`config.mk`:
```
export PLATFORM = sky130hd
export DESIGN_NAME = rv_instr_loader_flat
export DESIGN_NICKNAME = d
export VERILOG_FILES = /design/src/rtl/rv_instr_loader_if.sv /design/src/rtl/rv_instr_loader.sv /design/src/flat_wrapper.sv
export SDC_FILE = /design/constraint.sdc
export NUM_CORES = 1
export LEC_CHECK = 0
export CORE_MARGIN = 2
export CORE_UTILIZATION = 60
export CTS_BUF_LIST = sky130_fd_sc_hd__clkbuf_16
export DETAILED_ROUTE_END_ITERATION = 10
export GPL_TIMING_DRIVEN = 0
export MAX_ROUTING_LAYER = met4
export PLACE_DENSITY = 0.83
export SLEW_MARGIN = 20
export SYNTH_ARGS = -nofsm -noshare
export SYNTH_HDL_FRONTEND = slang
export SYNTH_SLANG_ARGS = --single-unit
```
`constraint.sdc`:
```
create_clock -name clk -period 6.86 [get_ports clk]
set_input_delay 1.029 -clock clk [delete_from_list [all_inputs] [get_ports clk]]
set_output_delay 1.029 -clock clk [all_outputs]
set_load 0.03 [all_outputs]
```
`src/rtl/rv_instr_loader_if.sv`:
```
// Byte-stream in / instruction-RAM write port out for the boot loader.
// The slave modport is the loader side; the master modport drives the stream and watches the write port.
interface rv_instr_loader_if #(
  parameter int AW = 10
);
  logic          start_i;
  logic [7:0]    byte_i;
  logic          byte_vld_i;
  logic          byte_rdy_o;
  logic          wena_o;
  logic [AW-1:0] addra_o;
  logic [31:0]   dina_o;
  logic          busy_o;
  logic          done_o;
  logic          err_o;

  modport slave (
    input  start_i, byte_i, byte_vld_i,
    output byte_rdy_o, wena_o, addra_o, dina_o, busy_o, done_o, err_o
  );

  modport master (
    output start_i, byte_i, byte_vld_i,
    input  byte_rdy_o, wena_o, addra_o, dina_o, busy_o, done_o, err_o
  );
endinterface

```
`src/rtl/rv_instr_loader.sv`:
```
// Boot loader: takes a 16-bit little-endian word count followed by 4*N little-endian bytes
// and writes the assembled 32-bit words to instruction RAM addresses 0..N-1.
module rv_instr_loader #(
  parameter int DEPTH = 1024,
  parameter int AW    = 10
) (
  input logic              clk,
  input logic              rst_n,
  rv_instr_loader_if.slave bus
);

  typedef enum logic [2:0] {
    IDLE,
    LEN_LO,
    LEN_HI,
    DATA,
    FIN
  } state_t;

  localparam logic [16:0] DEPTH_L = 17'(DEPTH);

  state_t      state_reg;
  logic [15:0] len_reg;
  logic [15:0] word_cnt_reg;
  logic [1:0]  lane_reg;
  logic [7:0]  lane0_reg;
  logic [7:0]  lane1_reg;
  logic [7:0]  lane2_reg;

  logic        accept;
  logic [15:0] len_full;
  logic        len_bad;
  logic        last_word;

  assign accept    = bus.byte_vld_i & bus.byte_rdy_o;
  assign len_full  = {bus.byte_i, len_reg[7:0]};
  assign len_bad   = (len_full == 16'd0) || ({1'b0, len_full} > DEPTH_L);
  assign last_word = (word_cnt_reg == len_reg - 16'd1);

  always_ff @(posedge clk or negedge rst_n) begin
    if (!rst_n) begin
      state_reg      <= IDLE;
      len_reg        <= '0;
      word_cnt_reg   <= '0;
      lane_reg       <= '0;
      lane0_reg      <= '0;
      lane1_reg      <= '0;
      lane2_reg      <= '0;
      bus.byte_rdy_o <= 1'b0;
      bus.wena_o     <= 1'b0;
      bus.addra_o    <= '0;
      bus.dina_o     <= '0;
      bus.busy_o     <= 1'b0;
      bus.done_o     <= 1'b0;
      bus.err_o      <= 1'b0;
    end else begin
      bus.wena_o <= 1'b0;
      bus.done_o <= 1'b0;

      case (state_reg)
        IDLE: begin
          if (bus.start_i) begin
            state_reg      <= LEN_LO;
            bus.err_o      <= 1'b0;
            bus.busy_o     <= 1'b1;
            bus.byte_rdy_o <= 1'b1;
          end
        end

        LEN_LO: begin
          if (accept) begin
            len_reg[7:0] <= bus.byte_i;
            state_reg    <= LEN_HI;
          end
        end

        LEN_HI: begin
          if (accept) begin
            if (len_bad) begin
              bus.err_o      <= 1'b1;
              bus.busy_o     <= 1'b0;
              bus.byte_rdy_o <= 1'b0;
              state_reg      <= IDLE;
            end else begin
              len_reg[15:8] <= bus.byte_i;
              word_cnt_reg  <= '0;
              lane_reg      <= '0;
              state_reg     <= DATA;
            end
          end
        end

        DATA: begin
          if (accept) begin
            if (lane_reg == 2'd3) begin
              bus.wena_o   <= 1'b1;
              bus.addra_o  <= word_cnt_reg[AW-1:0];
              bus.dina_o   <= {bus.byte_i, lane2_reg, lane1_reg, lane0_reg};
              word_cnt_reg <= word_cnt_reg + 16'd1;
              lane_reg     <= 2'd0;
              if (last_word) begin
                state_reg      <= FIN;
                bus.byte_rdy_o <= 1'b0;
              end
            end else begin
              case (lane_reg)
                2'd0:    lane0_reg <= bus.byte_i;
                2'd1:    lane1_reg <= bus.byte_i;
                default: lane2_reg <= bus.byte_i;
              endcase
              lane_reg <= lane_reg + 2'd1;
            end
          end
        end

        FIN: begin
          // start_i is deliberately not looked at here; a new load begins from IDLE only
          bus.done_o <= 1'b1;
          bus.busy_o <= 1'b0;
          state_reg  <= IDLE;
        end

        default: begin
          state_reg      <= IDLE;
          bus.busy_o     <= 1'b0;
          bus.byte_rdy_o <= 1'b0;
        end
      endcase
    end
  end

endmodule

```
`src/flat_wrapper.sv`:
```
// flat-port wrapper written by rule: the top's interface ports become plain ports
module rv_instr_loader_flat 
#(
  parameter int DEPTH = 1024,
  parameter int AW    = 10
)
  (clk, rst_n, bus_start_i, bus_byte_i, bus_byte_vld_i, bus_byte_rdy_o, bus_wena_o, bus_addra_o, bus_dina_o, bus_busy_o, bus_done_o, bus_err_o);
  rv_instr_loader_if #(.AW(AW)) bus_i ();
  input logic clk;
  input logic rst_n;
  input wire logic [$bits(bus_i.start_i)-1:0] bus_start_i;
  input wire logic [$bits(bus_i.byte_i)-1:0] bus_byte_i;
  input wire logic [$bits(bus_i.byte_vld_i)-1:0] bus_byte_vld_i;
  output wire logic [$bits(bus_i.byte_rdy_o)-1:0] bus_byte_rdy_o;
  output wire logic [$bits(bus_i.wena_o)-1:0] bus_wena_o;
  output wire logic [$bits(bus_i.addra_o)-1:0] bus_addra_o;
  output wire logic [$bits(bus_i.dina_o)-1:0] bus_dina_o;
  output wire logic [$bits(bus_i.busy_o)-1:0] bus_busy_o;
  output wire logic [$bits(bus_i.done_o)-1:0] bus_done_o;
  output wire logic [$bits(bus_i.err_o)-1:0] bus_err_o;
  assign bus_i.start_i = bus_start_i;
  assign bus_i.byte_i = bus_byte_i;
  assign bus_i.byte_vld_i = bus_byte_vld_i;
  assign bus_byte_rdy_o = bus_i.byte_rdy_o;
  assign bus_wena_o = bus_i.wena_o;
  assign bus_addra_o = bus_i.addra_o;
  assign bus_dina_o = bus_i.dina_o;
  assign bus_busy_o = bus_i.busy_o;
  assign bus_done_o = bus_i.done_o;
  assign bus_err_o = bus_i.err_o;
  rv_instr_loader #(.DEPTH(DEPTH), .AW(AW)) u_core (.clk(clk), .rst_n(rst_n), .bus(bus_i));
endmodule
```
==> impl_metrics.py <==
metrics = {
    "worst_setup_path": {
        "endpoint": "u_core.word_cnt_reg[1]",
        "r2r-start": "u_core.len_reg[0]",
        "rrSetupSlack_ps": 3970,
        "crit_arrival_ps": 3810,
        "crit_required_ps": 7090,
        "critPathLaunch": "bus_byte_i[0]",
        "worstSetupPathType": "input pin to register",
        "cp-start-kind": "input pin",
        "rr_worst_depth": 9,
        "path_max_fanout": 10,
        "r2r-end": "u_core.word_cnt_reg[1]",
        "end_kind": "register",
    },
    "synthesis": {
        "synthArstFlopShare": 1.00,
        "synth_fp_nets": 519,
        "yosysMostFrequentCell": "nand2_1",
        "yosysTopAreaCell": "dfrtp_1",
        "synth_cells": 500,
        "yosysUniqueCellTypes": 48,
        "ys.flop_type": "dfrtp_1",
        "synthTopCellsByCount": "nand2_1, dfrtp_1, mux2_2",
        "netlist_area_mm2": 0.00501,
        "synth_warnings": 0,
        "synth_area_leaders": "dfrtp_1, nand2_1, mux2_2",
        "synth_enable_flop_cells": 0,
        "yosysSeqAreaShare": 0.539,
        "synth_seq_cells": 108,
        "avgSynthCellArea_um2": 10.0,
        "yosys.area.top_type_share": 0.539,
    },
    "placed_design": {
        "io_buffers": 58,
        "dp_hpwl_um": 7750,
        "dpl-instance-area_mm2": 0.00575,
        "dp_cells": 664,
        "gp_congestion": 0.897,
        "place_ws_ps": 2920,
    },
    "sta": {
        "worst_clock_skew_ps": 8.18,
        "finalMaxSlewViolations": 0,
        "tightest_slew_ps": 676,
        "tns_ps": 0,
        "period_needed_ps": 3580,
        "setup_slack_ps": 3280,
        "setup_viol": 0,
        "hold_viol": 0,
        "max_freq_mhz": 280,
        "rsz0062_at_grt": "no",
        "slew_headroom": 0.548,
        "fin_crit_sh": 0.521,
    },
    "grt": {
        "grt_util_all_layers": 0.275,
        "grt_pass1_vias": 3924,
        "antenna_found_initial": 0,
        "grt_max_degree": 56,
        "gr-total-overflow": 0,
        "grt_pass1_wl_um": 18600,
    },
    "floorplan": {
        "rows": 33,
        "coreArea_mm2": 0.00813,
        "num_io_pins": 59,
        "dieArea_mm2": 0.00910,
        "fp.dieH_um": 95.4,
        "initial_core_util": 0.616,
        "fp.dieW_um": 95.4,
    },
    "worst_hold_path": {
        "hold_start": "u_core.lane0_reg[7]",
        "hold_class": "register to register",
    },
    "finish": {
        "stdcell_area_mm2": 0.00603,
        "drive_gt1_frac": 0.108,
        "final_util": 0.742,
        "final_nets": 589,
        "syn_to_final_growth_pct": 20.4,
        "antenna_cells": 0,
        "seqCellArea_mm2": 0.00270,
        "n_fill_cell": 552,
        "largest_register_ffs": 32,
        "final_cells": 679,
        "multi_input_comb_area_mm2": 0.00216,
    },
    "drt": {
        "num_vias": 3949,
        "antenna_left": 0,
        "wire_per_inst_um": 16.5,
        "drt_first_pass_iters": 4,
        "drtIter0Drc": 249,
        "drc": 0,
        "wl_um": 11200,
        "viasPerCell": 5.82,
    },
    "clock_network": {
        "cts_resized": 0,
        "cts.path.max_buffers": 2,
        "clock_sinks": 108,
        "htree_levels": 3,
        "clkLatencyLatePin_ps": 350,
        "hold_buffers": 0,
        "cts_tree": "done",
        "cts_buffers": 9,
        "cts_root_buffer": "clkbuf_16",
        "cts.clk_slew.worst_paths_ps": 80,
        "post_cts.repair.setup_buffers": 0,
    },
    "power_and_ir_drop": {
        "powerDensity_mw_per_mm2": 352,
        "vdd_ir_drop_max_mv": 0.277,
        "p_leak_nw": 2.86,
    },
    "run": {
        "max_cap_violations": 0,
    },
    "outcome": {
        "status": "complete, no violations",
    },
}
## final cells by class
cell class / count / share of cell area
Tap cell: 105 / 0.0218
Timing Repair Buffer: 59 / 0.101
Buffer: 26 / 0.0195
Inverter: 8 / 0.00498
Clock buffer: 9 / 0.0373
Clock inverter: 6 / 0.00954
Multi-Input combinational cell: 358 / 0.358
Sequential cell: 108 / 0.448
## power by group
| group | switching, mW | total (mW) | internal [mW] |
|---|---|---|---|
| clock | 0.244 | 0.497 | 0.253 |
| combinational | 0.406 | 0.706 | 0.300 |
| sequential | 0.109 | 0.923 | 0.815 |
| total | 0.759 | 2.13 | 1.37 |
## layout by cell type, fill, tap and decap left out, types with 4 or more instances in the layout
master and n:
o22ai_1 4, nor4_1 5, clkbuf_16 9, mux2_2 34
inv_1 8, o2111ai_1 5, nand3_1 12, nand2_1 143
nor2b_1 6, nor2_1 33, dfrtp_1 108, xnor2_1 13
ha_1 7, or3_1 4, o211ai_1 5, nor3_1 7
a21oi_1 6, o21ai_0 8, xor2_1 19, clkdlybuf4s50_1 57
or4_1 6, clkbuf_1 17
## worst max-delay path: stages
cell and delay (ps):
clkdlybuf4s50_1 580, or4b_2 700, o31ai_1 330, nor4bb_1 230, buf_2 270, clkbuf_1 410, nand3b_1 180, nand2_1 60
## routing by layer
layer / routed length [µm] / track usage
met1: 4790 / 0.353
met5: 0 / -
met3: 740 / 0.0545
met4: 312 / 0.105
met2: 5350 / 0.435
## how the worst min path moves through the flow
stage / endpoint / slack, ps / cells after the start
final: u_core.bus.dina_o[7] / 470 / 2
after global routing: u_core.bus.dina_o[16] / 500 / 2
after CTS: u_core.bus.dina_o[7] / 470 / 2
after detailed placement: u_core.bus.dina_o[13] / 460 / 2
after global placement: u_core.bus.dina_o[1] / 440 / 2
after floorplan: u_core.bus.dina_o[16] / 430 / 2
## kinds of logic (layout without fill, tap and decap cells)
group / Yosys count / count (layout) / synth area share
muxes: 35 / 35 / 0.0784
and+or+nand+nor: 240 / 240 / 0.215
buffers and inverters: 34 / 108 / 0.0295
DFF: 108 / 108 / 0.539
AOI/OAI and AO/OA: 44 / 44 / 0.0642
adders and majority gates: 7 / 7 / 0.0175
xor gates and xnor gates: 32 / 32 / 0.0559
## stage by stage
| stage | total power, mW | hold slack, ps |
|---|---|---|
| 6_report | 2.13 | 473 |
| 5_1_grt | 2.24 | 498 |
| 4_1_cts | 2.14 | 475 |
| 3_5_place_dp | 1.64 | 456 |
| 3_3_place_gp | 1.61 | 445 |
| 2_1_floorplan | 1.34 | 433 |
(Power assumes the default switching activity.)
